`src/rtl/hdr_tgt_engine_sched_if.sv`:
```
// Handshake bundle between the HDR-DDR target engine sequencer and its
// surroundings (main controller, RX deserializer, CCC and DDR handlers).
//   slave  : the sequencer side (consumes i_*, drives o_*)
//   master : the environment side (drives i_*, consumes o_*)
interface hdr_tgt_engine_sched_if;
    logic        i_engine_en;
    logic        i_rx_mode_done;
    logic [15:0] i_rx_cmd_word;
    logic        i_rx_error;
    logic        i_ccc_done;
    logic        i_ddr_done;
    logic        i_restart_done;
    logic        i_exit_done;
    logic        o_rx_en;
    logic [2:0]  o_rx_mode;
    logic        o_ccc_en;
    logic        o_ddr_en;
    logic        o_RnW;
    logic [6:0]  o_cmd_code;
    logic        o_engine_done;
    logic        o_err;

    modport slave (
        input  i_engine_en, i_rx_mode_done, i_rx_cmd_word, i_rx_error,
               i_ccc_done, i_ddr_done, i_restart_done, i_exit_done,
        output o_rx_en, o_rx_mode, o_ccc_en, o_ddr_en, o_RnW, o_cmd_code,
               o_engine_done, o_err
    );

    modport master (
        output i_engine_en, i_rx_mode_done, i_rx_cmd_word, i_rx_error,
               i_ccc_done, i_ddr_done, i_restart_done, i_exit_done,
        input  o_rx_en, o_rx_mode, o_ccc_en, o_ddr_en, o_RnW, o_cmd_code,
               o_engine_done, o_err
    );
endinterface

```
`src/rtl/hdr_tgt_engine_sched.sv`:
```
// Target-side HDR-DDR engine sequencer. Walks the RX path through preamble
// and command word, decodes the command, dispatches the frame to the CCC
// handler (broadcast 7'h7E) or private DDR handler (own address), watches
// handler completion with a watchdog, and follows HDR Restart / HDR Exit.
// Ports:
//   i_sys_clk  : system clock, rising edge
//   i_sys_rst  : synchronous active-high reset
//   eng        : handshake bundle (slave side); all o_* outputs registered
module hdr_tgt_engine_sched #(
    parameter logic [6:0]  TGT_ADDR    = 7'h52,
    parameter int unsigned TIMEOUT_CYC = 1024,
    parameter int unsigned CNT_W       = 11
) (
    input  logic                   i_sys_clk,
    input  logic                   i_sys_rst,
    hdr_tgt_engine_sched_if.slave  eng
);
    localparam logic [6:0]       BCAST_ADDR  = 7'h7E;
    localparam logic [2:0]       RX_MODE_PRE = 3'd0;
    localparam logic [2:0]       RX_MODE_CMD = 3'd1;
    localparam logic [CNT_W-1:0] CNT_LAST    = CNT_W'(TIMEOUT_CYC - 1);

    typedef enum logic [2:0] {
        S_IDLE, S_PRE, S_CMD, S_DISP, S_CCC, S_DDR, S_SKIP, S_DONE
    } state_t;

    state_t             state_q, state_d;
    logic [CNT_W-1:0]   cnt_q, cnt_d;
    logic               armed_q, armed_d;
    logic [6:0]         addr_q, addr_d;
    logic               rnw_q, rnw_d;
    logic [6:0]         code_q, code_d;
    logic               rx_en_q, rx_en_d;
    logic [2:0]         rx_mode_q, rx_mode_d;
    logic               ccc_en_q, ccc_en_d;
    logic               ddr_en_q, ddr_en_d;
    logic               done_q, done_d;
    logic               err_q, err_d;

    logic               in_session_c;
    logic               parity_ok_c;
    logic               timeout_c;

    // Bus-level Restart/Exit only matter once a session is running
    assign in_session_c = (state_q != S_IDLE) && (state_q != S_DONE);
    // Odd parity over the whole word: bit0 = ~^cmd[15:1]
    assign parity_ok_c  = (eng.i_rx_cmd_word[0] == ~^eng.i_rx_cmd_word[15:1]);
    assign timeout_c    = (cnt_q == CNT_LAST);

    // Next-state, latches, watchdog and next-output computation
    always_comb begin
        state_d = state_q;
        cnt_d   = '0;
        // A low level arms the next start; a held-high level never re-arms
        armed_d = armed_q | ~eng.i_engine_en;
        addr_d  = addr_q;
        rnw_d   = rnw_q;
        code_d  = code_q;
        err_d   = 1'b0;

        if (in_session_c && eng.i_exit_done) begin
            state_d = S_DONE;
        end else if (in_session_c && eng.i_restart_done) begin
            state_d = S_PRE;
        end else begin
            unique case (state_q)
                S_IDLE: begin
                    if (eng.i_engine_en && armed_q) begin
                        state_d = S_PRE;
                        armed_d = 1'b0;
                    end
                end
                S_PRE: begin
                    if (eng.i_rx_mode_done) begin
                        state_d = eng.i_rx_error ? S_SKIP : S_CMD;
                    end
                end
                S_CMD: begin
                    if (eng.i_rx_mode_done) begin
                        rnw_d  = eng.i_rx_cmd_word[15];
                        code_d = eng.i_rx_cmd_word[14:8];
                        addr_d = eng.i_rx_cmd_word[7:1];
                        if (eng.i_rx_error || !parity_ok_c) begin
                            state_d = S_SKIP;
                            err_d   = 1'b1;
                        end else begin
                            state_d = S_DISP;
                        end
                    end
                end
                S_DISP: begin
                    if (addr_q == BCAST_ADDR) begin
                        state_d = S_CCC;
                    end else if (addr_q == TGT_ADDR) begin
                        state_d = S_DDR;
                    end else begin
                        state_d = S_SKIP;
                    end
                end
                S_CCC: begin
                    if (eng.i_ccc_done) begin
                        state_d = S_SKIP;
                    end else if (timeout_c) begin
                        state_d = S_SKIP;
                        err_d   = 1'b1;
                    end
                end
                S_DDR: begin
                    if (eng.i_ddr_done) begin
                        state_d = S_SKIP;
                    end else if (timeout_c) begin
                        state_d = S_SKIP;
                        err_d   = 1'b1;
                    end
                end
                S_SKIP: begin
                    // Parked until the bus signals Restart or Exit
                    state_d = S_SKIP;
                end
                S_DONE: begin
                    state_d = S_IDLE;
                end
                default: begin
                    state_d = S_IDLE;
                end
            endcase
        end

        // Watchdog runs only while staying in a handler state; saturates
        if ((state_d == state_q) && ((state_q == S_CCC) || (state_q == S_DDR))) begin
            cnt_d = timeout_c ? cnt_q : cnt_q + CNT_W'(1);
        end

        // Outputs follow the state being entered so they change with it
        rx_en_d   = (state_d == S_PRE) || (state_d == S_CMD);
        rx_mode_d = (state_d == S_CMD) ? RX_MODE_CMD : RX_MODE_PRE;
        ccc_en_d  = (state_d == S_CCC);
        ddr_en_d  = (state_d == S_DDR);
        done_d    = (state_d == S_DONE);
    end

    // State and output registers
    always_ff @(posedge i_sys_clk) begin
        if (i_sys_rst) begin
            state_q   <= S_IDLE;
            cnt_q     <= '0;
            armed_q   <= 1'b0;
            addr_q    <= '0;
            rnw_q     <= 1'b0;
            code_q    <= '0;
            rx_en_q   <= 1'b0;
            rx_mode_q <= '0;
            ccc_en_q  <= 1'b0;
            ddr_en_q  <= 1'b0;
            done_q    <= 1'b0;
            err_q     <= 1'b0;
        end else begin
            state_q   <= state_d;
            cnt_q     <= cnt_d;
            armed_q   <= armed_d;
            addr_q    <= addr_d;
            rnw_q     <= rnw_d;
            code_q    <= code_d;
            rx_en_q   <= rx_en_d;
            rx_mode_q <= rx_mode_d;
            ccc_en_q  <= ccc_en_d;
            ddr_en_q  <= ddr_en_d;
            done_q    <= done_d;
            err_q     <= err_d;
        end
    end

    assign eng.o_rx_en       = rx_en_q;
    assign eng.o_rx_mode     = rx_mode_q;
    assign eng.o_ccc_en      = ccc_en_q;
    assign eng.o_ddr_en      = ddr_en_q;
    assign eng.o_RnW         = rnw_q;
    assign eng.o_cmd_code    = code_q;
    assign eng.o_engine_done = done_q;
    assign eng.o_err         = err_q;
endmodule

```
`src/flat_wrapper.sv`:
```
// flat-port wrapper written by rule: the top's interface ports become plain ports
module hdr_tgt_engine_sched_flat 
#(
    parameter logic [6:0]  TGT_ADDR    = 7'h52,
    parameter int unsigned TIMEOUT_CYC = 1024,
    parameter int unsigned CNT_W       = 11
)
  (i_sys_clk, i_sys_rst, eng_i_engine_en, eng_i_rx_mode_done, eng_i_rx_cmd_word, eng_i_rx_error, eng_i_ccc_done, eng_i_ddr_done, eng_i_restart_done, eng_i_exit_done, eng_o_rx_en, eng_o_rx_mode, eng_o_ccc_en, eng_o_ddr_en, eng_o_RnW, eng_o_cmd_code, eng_o_engine_done, eng_o_err);
  hdr_tgt_engine_sched_if eng_i ();
  input  logic i_sys_clk;
  input  logic i_sys_rst;
  input wire logic [$bits(eng_i.i_engine_en)-1:0] eng_i_engine_en;
  input wire logic [$bits(eng_i.i_rx_mode_done)-1:0] eng_i_rx_mode_done;
  input wire logic [$bits(eng_i.i_rx_cmd_word)-1:0] eng_i_rx_cmd_word;
  input wire logic [$bits(eng_i.i_rx_error)-1:0] eng_i_rx_error;
  input wire logic [$bits(eng_i.i_ccc_done)-1:0] eng_i_ccc_done;
  input wire logic [$bits(eng_i.i_ddr_done)-1:0] eng_i_ddr_done;
  input wire logic [$bits(eng_i.i_restart_done)-1:0] eng_i_restart_done;
  input wire logic [$bits(eng_i.i_exit_done)-1:0] eng_i_exit_done;
  output wire logic [$bits(eng_i.o_rx_en)-1:0] eng_o_rx_en;
  output wire logic [$bits(eng_i.o_rx_mode)-1:0] eng_o_rx_mode;
  output wire logic [$bits(eng_i.o_ccc_en)-1:0] eng_o_ccc_en;
  output wire logic [$bits(eng_i.o_ddr_en)-1:0] eng_o_ddr_en;
  output wire logic [$bits(eng_i.o_RnW)-1:0] eng_o_RnW;
  output wire logic [$bits(eng_i.o_cmd_code)-1:0] eng_o_cmd_code;
  output wire logic [$bits(eng_i.o_engine_done)-1:0] eng_o_engine_done;
  output wire logic [$bits(eng_i.o_err)-1:0] eng_o_err;
  assign eng_i.i_engine_en = eng_i_engine_en;
  assign eng_i.i_rx_mode_done = eng_i_rx_mode_done;
  assign eng_i.i_rx_cmd_word = eng_i_rx_cmd_word;
  assign eng_i.i_rx_error = eng_i_rx_error;
  assign eng_i.i_ccc_done = eng_i_ccc_done;
  assign eng_i.i_ddr_done = eng_i_ddr_done;
  assign eng_i.i_restart_done = eng_i_restart_done;
  assign eng_i.i_exit_done = eng_i_exit_done;
  assign eng_o_rx_en = eng_i.o_rx_en;
  assign eng_o_rx_mode = eng_i.o_rx_mode;
  assign eng_o_ccc_en = eng_i.o_ccc_en;
  assign eng_o_ddr_en = eng_i.o_ddr_en;
  assign eng_o_RnW = eng_i.o_RnW;
  assign eng_o_cmd_code = eng_i.o_cmd_code;
  assign eng_o_engine_done = eng_i.o_engine_done;
  assign eng_o_err = eng_i.o_err;
  hdr_tgt_engine_sched #(.TGT_ADDR(TGT_ADDR), .TIMEOUT_CYC(TIMEOUT_CYC), .CNT_W(CNT_W)) u_core (.i_sys_clk(i_sys_clk), .i_sys_rst(i_sys_rst), .eng(eng_i));
endmodule
```
`config.mk`:
```
export PLATFORM = sky130hd
export DESIGN_NAME = hdr_tgt_engine_sched_flat
export DESIGN_NICKNAME = d
export VERILOG_FILES = /design/src/rtl/hdr_tgt_engine_sched_if.sv /design/src/rtl/hdr_tgt_engine_sched.sv /design/src/flat_wrapper.sv
export SDC_FILE = /design/constraint.sdc
export NUM_CORES = 1
export LEC_CHECK = 0
export BUFFER_PORTS_ARGS = -buffer_cell sky130_fd_sc_hd__buf_2
export CAP_MARGIN = 10
export CORE_AREA = 3 3 63 65
export DETAILED_ROUTE_END_ITERATION = 10
export DIE_AREA = 0 0 66 68
export GPL_TIMING_DRIVEN = 0
export PLACE_DENSITY = 0.77
export SLEW_MARGIN = 20
export SYNTH_ARGS = -nofsm -noshare
export SYNTH_HDL_FRONTEND = slang
export SYNTH_SLANG_ARGS = --single-unit
export TNS_END_PERCENT = 100
```
`constraint.sdc`:
```
create_clock -name i_sys_clk -period 5.5 [get_ports i_sys_clk]
set_input_delay 0.55 -clock i_sys_clk [delete_from_list [all_inputs] [get_ports i_sys_clk]]
set_output_delay 0.55 -clock i_sys_clk [all_outputs]
set_load 0.02 [all_outputs]
```
==> results.rst <==
.. list-table::
   :header-rows: 1

   * - Metric
     - Value
   * - Commonest cells after routing, fill and taps aside
     - 44 x buf_2, 36 x dfxtp_1, 28 x nor2_1
   * - Vias in the first global route
     - approximately 1,500
   * - Std-Cell Rows
     - 21
   * - Class of the most critical hold timing path
     - input pin to register
   * - DRC errors left
     - 0
   * - Critical Path RT
     - 5.76 ns
   * - Area of the mapped netlist
     - around 1900 sq um
   * - Synth area leaders
     - dfxtp_1 38%, mux2i_1 10%, xnor2_1 7.4%, nor2_1 5.6%, nor4_2 4.0%
   * - Final critical-path setup slack
     - about 3.4 ns
   * - Total half-perimeter wirelength after legalization and detailed placement
     - 2947 um
   * - Hold-fix buffers at CTS
     - 0
   * - Total number of vias
     - 1,654
   * - Pwr/cell area
     - 332.6 nW/um^2
   * - Setup tns final
     - 0 ns
   * - Largest voltage drop on the vdd net
     - 215.7 uV
   * - Asr flop ratio synth
     - 0%
   * - Register clock-pin slew on the reported worst setup and hold paths
     - around 0.11 ns
   * - Power, Total
     - 731.2 uW
   * - Most frequent standard cell in the layout excluding fill and tap cells
     - buf_2
   * - Mapped Cells
     - ~210
   * - Largest fanout of any net on the critical path
     - 10
   * - Post-synth top area share
     - between 30% and 40%
   * - Avg Cell Area, Syn
     - approximately 9 sq um
   * - Result of the run
     - complete, no violations
   * - Least-Margin Pin Slew
     - 0.7059 ns
   * - Remaining global-route overflow
     - 0
   * - Warnings, synthesis
     - 0
   * - Number of unique standard cell types used by synthesis
     - 44
   * - Total number of clock tree sinks
     - 36
   * - Final ANT Viol Nets
     - 0
   * - Post-CTS setup buffer count
     - 0
   * - Leakage
     - 0.0008400 uW
   * - Final number of setup-violating endpoints
     - 0
   * - Global placement routability congestion
     - ~0.86
   * - TritonCTS clock tree
     - yes
   * - Y dimension of the die
     - a little under 70 um
   * - Antenna Diode Count
     - 0
   * - Number of optimization iterations in the first detailed-route pass
     - 4
   * - Cell area after placement
     - around 2100 sq um
   * - Biggest cell delay along the critical path
     - 0.40 ns
   * - Number of buffers on the longest clock path
     - 2
   * - Worst-case clock skew
     - 0.006808 ns
   * - H-tree depth
     - 2
   * - Fraction of the cycle the final worst path needs
     - 38.73%
   * - Die extent in x
     - approximately 66 um
   * - Cell occurring most often along the worst timing path
     - nor2_1
   * - Vias per inst
     - 5.495
   * - Prevailing post-synth register cell
     - dfxtp_1
   * - TritonCTS Buffers
     - 5
   * - Total detailed-routing wirelength
     - around 4000 um
   * - Relative max-transition margin
     - a little over half
   * - Initial DRC count
     - about 120
   * - Clock root buffer master
     - clkbuf_4
   * - Category of the most critical setup path
     - register to register
   * - Post-route worst hold slack
     - between 0.3 and 0.4 ns
   * - Initial Util
     - a little under three fifths
   * - Initial antenna violation count
     - 0
   * - Design area
     - roughly 2200 sq um
   * - Total core area
     - approximately 3400 sq um
   * - Count of cells resized by post-cts repair
     - 0
   * - Ratio of cells with drive above 1 in the final layout
     - between 20% and 30%
   * - Fraction of the yosys area taken by sequential cells
     - 38.25%
   * - Critical path, cell by cell
     - buf_2 -> nor2_1 -> a2111oi_2 -> nor2_1 -> a211o_1 -> buf_6 -> nor4_2
   * - Fin. Hold Viols
     - 0
   * - Crit-path slowest cell
     - dfxtp_1
   * - First-pass GRT wire length
     - 6872 um
   * - Setup repair after global routing missed its margin
     - no
   * - Worst setup SP type
     - register
   * - Max capacitance violation total
     - 0
   * - Final min period
     - about 2.1 ns
   * - Achievable clock frequency
     - approximately 0.47 GHz
   * - Drt wl/cell
     - around 13 um
   * - Yosys reg bits
     - 36
   * - Data arrival at the endpoint of the critical path
     - 2.39 ns
   * - Setup crit end kind
     - register
   * - Number of nets in the layout
     - 280
   * - IO buf count
     - 38
   * - Area Overhead vs Synth
     - 16.67%
   * - DIE AREA
     - around 4500 sq um
   * - Total routing usage reported by global routing
     - about a fifth
   * - Largest net degree at the start of global routing
     - 12
   * - Clk Latency, worst-skew pair
     - between 0.3 and 0.4 ns
   * - Number of flops mapped to enable cells by yosys
     - 0
   * - Top Ports
     - 41
   * - Pins over their slew limit
     - 0
   * - Placement-stage worst setup slack
     - about 3.2 ns
   * - Post-synth top area cell
     - dfxtp_1
[synthesized netlist by cell type, drive strengths merged (2+ instances only)]
library cell and n:
buf 10, clkbuf 3, a21oi 9, a211oi 2, mux2i 19, nand3 8
xnor2 16, o21ai 3, a211o 2, inv 3, nand2 11, dfxtp 36
nor2 28, nor4 11, nor3 7, nand4b 4, xor2 6, a2111oi 2
o21bai 2, or3 3, nand4 4, and3 2
[worst max-delay path: cells and delay by family (launching register included)]
kind	cells	cell delay [ns]
buffers and inverters	2	0.42
DFF	1	0.40
and+or+nand+nor	3	0.46
AOI/OAI and AO/OA	2	0.76
[stage by stage]
| step | utilization, % | std cells |
|---|---|---|
| 6_report | 64.86 | 301 |
| 5_1_grt | 64.86 | 301 |
| 4_1_cts | 64.86 | 301 |
| 3_5_place_dp | 63.01 | 293 |
| 3_3_place_gp | 63.01 | 293 |
| 2_1_floorplan | - | 209 |
[metal layers]
metal  part of all wire, %  routed length (um)  global-route usage (%)
met1                    48                1918                   27.34
met2                    42                1648                   28.66
met3                   7.7                 306                   4.926
met4                   2.1                  82                   9.137
met5                     0                   0                       0
[flip-flops by register name, indices dropped and copies added, names as in the netlist]
name,flops
u_core.eng.o_RnW,1
u_core.state_q,3
u_core.eng.o_rx_en,1
u_core.addr_q,7
u_core.eng.o_engine_done,1
u_core.armed_q,1
u_core.eng.o_cmd_code,7
u_core.eng.o_err,1
u_core.eng.o_ddr_en,1
u_core.cnt_q,11
u_core.eng.o_rx_mode,1
u_core.eng.o_ccc_en,1
[cell families after synthesis]
kind of cell	Yosys count	synth area share [%]
AOI/OAI and AO/OA	28	10.69
xor gates and xnor gates	22	10.23
adders and majority gates	1	0.6639
buffers and inverters	16	4.582
DFF	36	38.25
muxes	19	10.09
other	1	0.1990
and+or+nand+nor	85	25.30
[layout make-up]
class,instances,area (sq um)
well taps,46,57.56
multi-input cells,157,1081
clock buffers,7,55.05
plain buffers,13,75.07
clock inverters,1,7.507
flip-flops and latches,36,720.7
repair buffers,38,190.2
fillers,293,1191
inverters,3,11.26
[final timing paths]
| kind | start | to | slack, ns | cells after the start |
|---|---|---|---|---|
| setup reg to reg | u_core.state_q[0]$_SDFF_PP0_ | u_core.cnt_q[5]$_SDFFE_PP0N_ | 3.37 | 7 |
| hold reg to reg | u_core.cnt_q[10]$_SDFFE_PP0N_ | u_core.cnt_q[10]$_SDFFE_PP0N_ | 0.45 | 2 |
| setup / recovery | u_core.state_q[0]$_SDFF_PP0_ | u_core.cnt_q[5]$_SDFFE_PP0N_ | 3.37 | 7 |
| hold / removal | eng_i_engine_en | u_core.armed_q$_SDFF_PP0_ | 0.38 | 2 |
[power breakdown]
group | switching (uW) | total, uW | internal [uW]
sequential | 12.5 | 292 | 280
combinational | 179 | 287 | 108
clock | 89.6 | 152 | 62.6
total | 281 | 731 | 450
No activity file was read; power rests on OpenSTA's default activity.
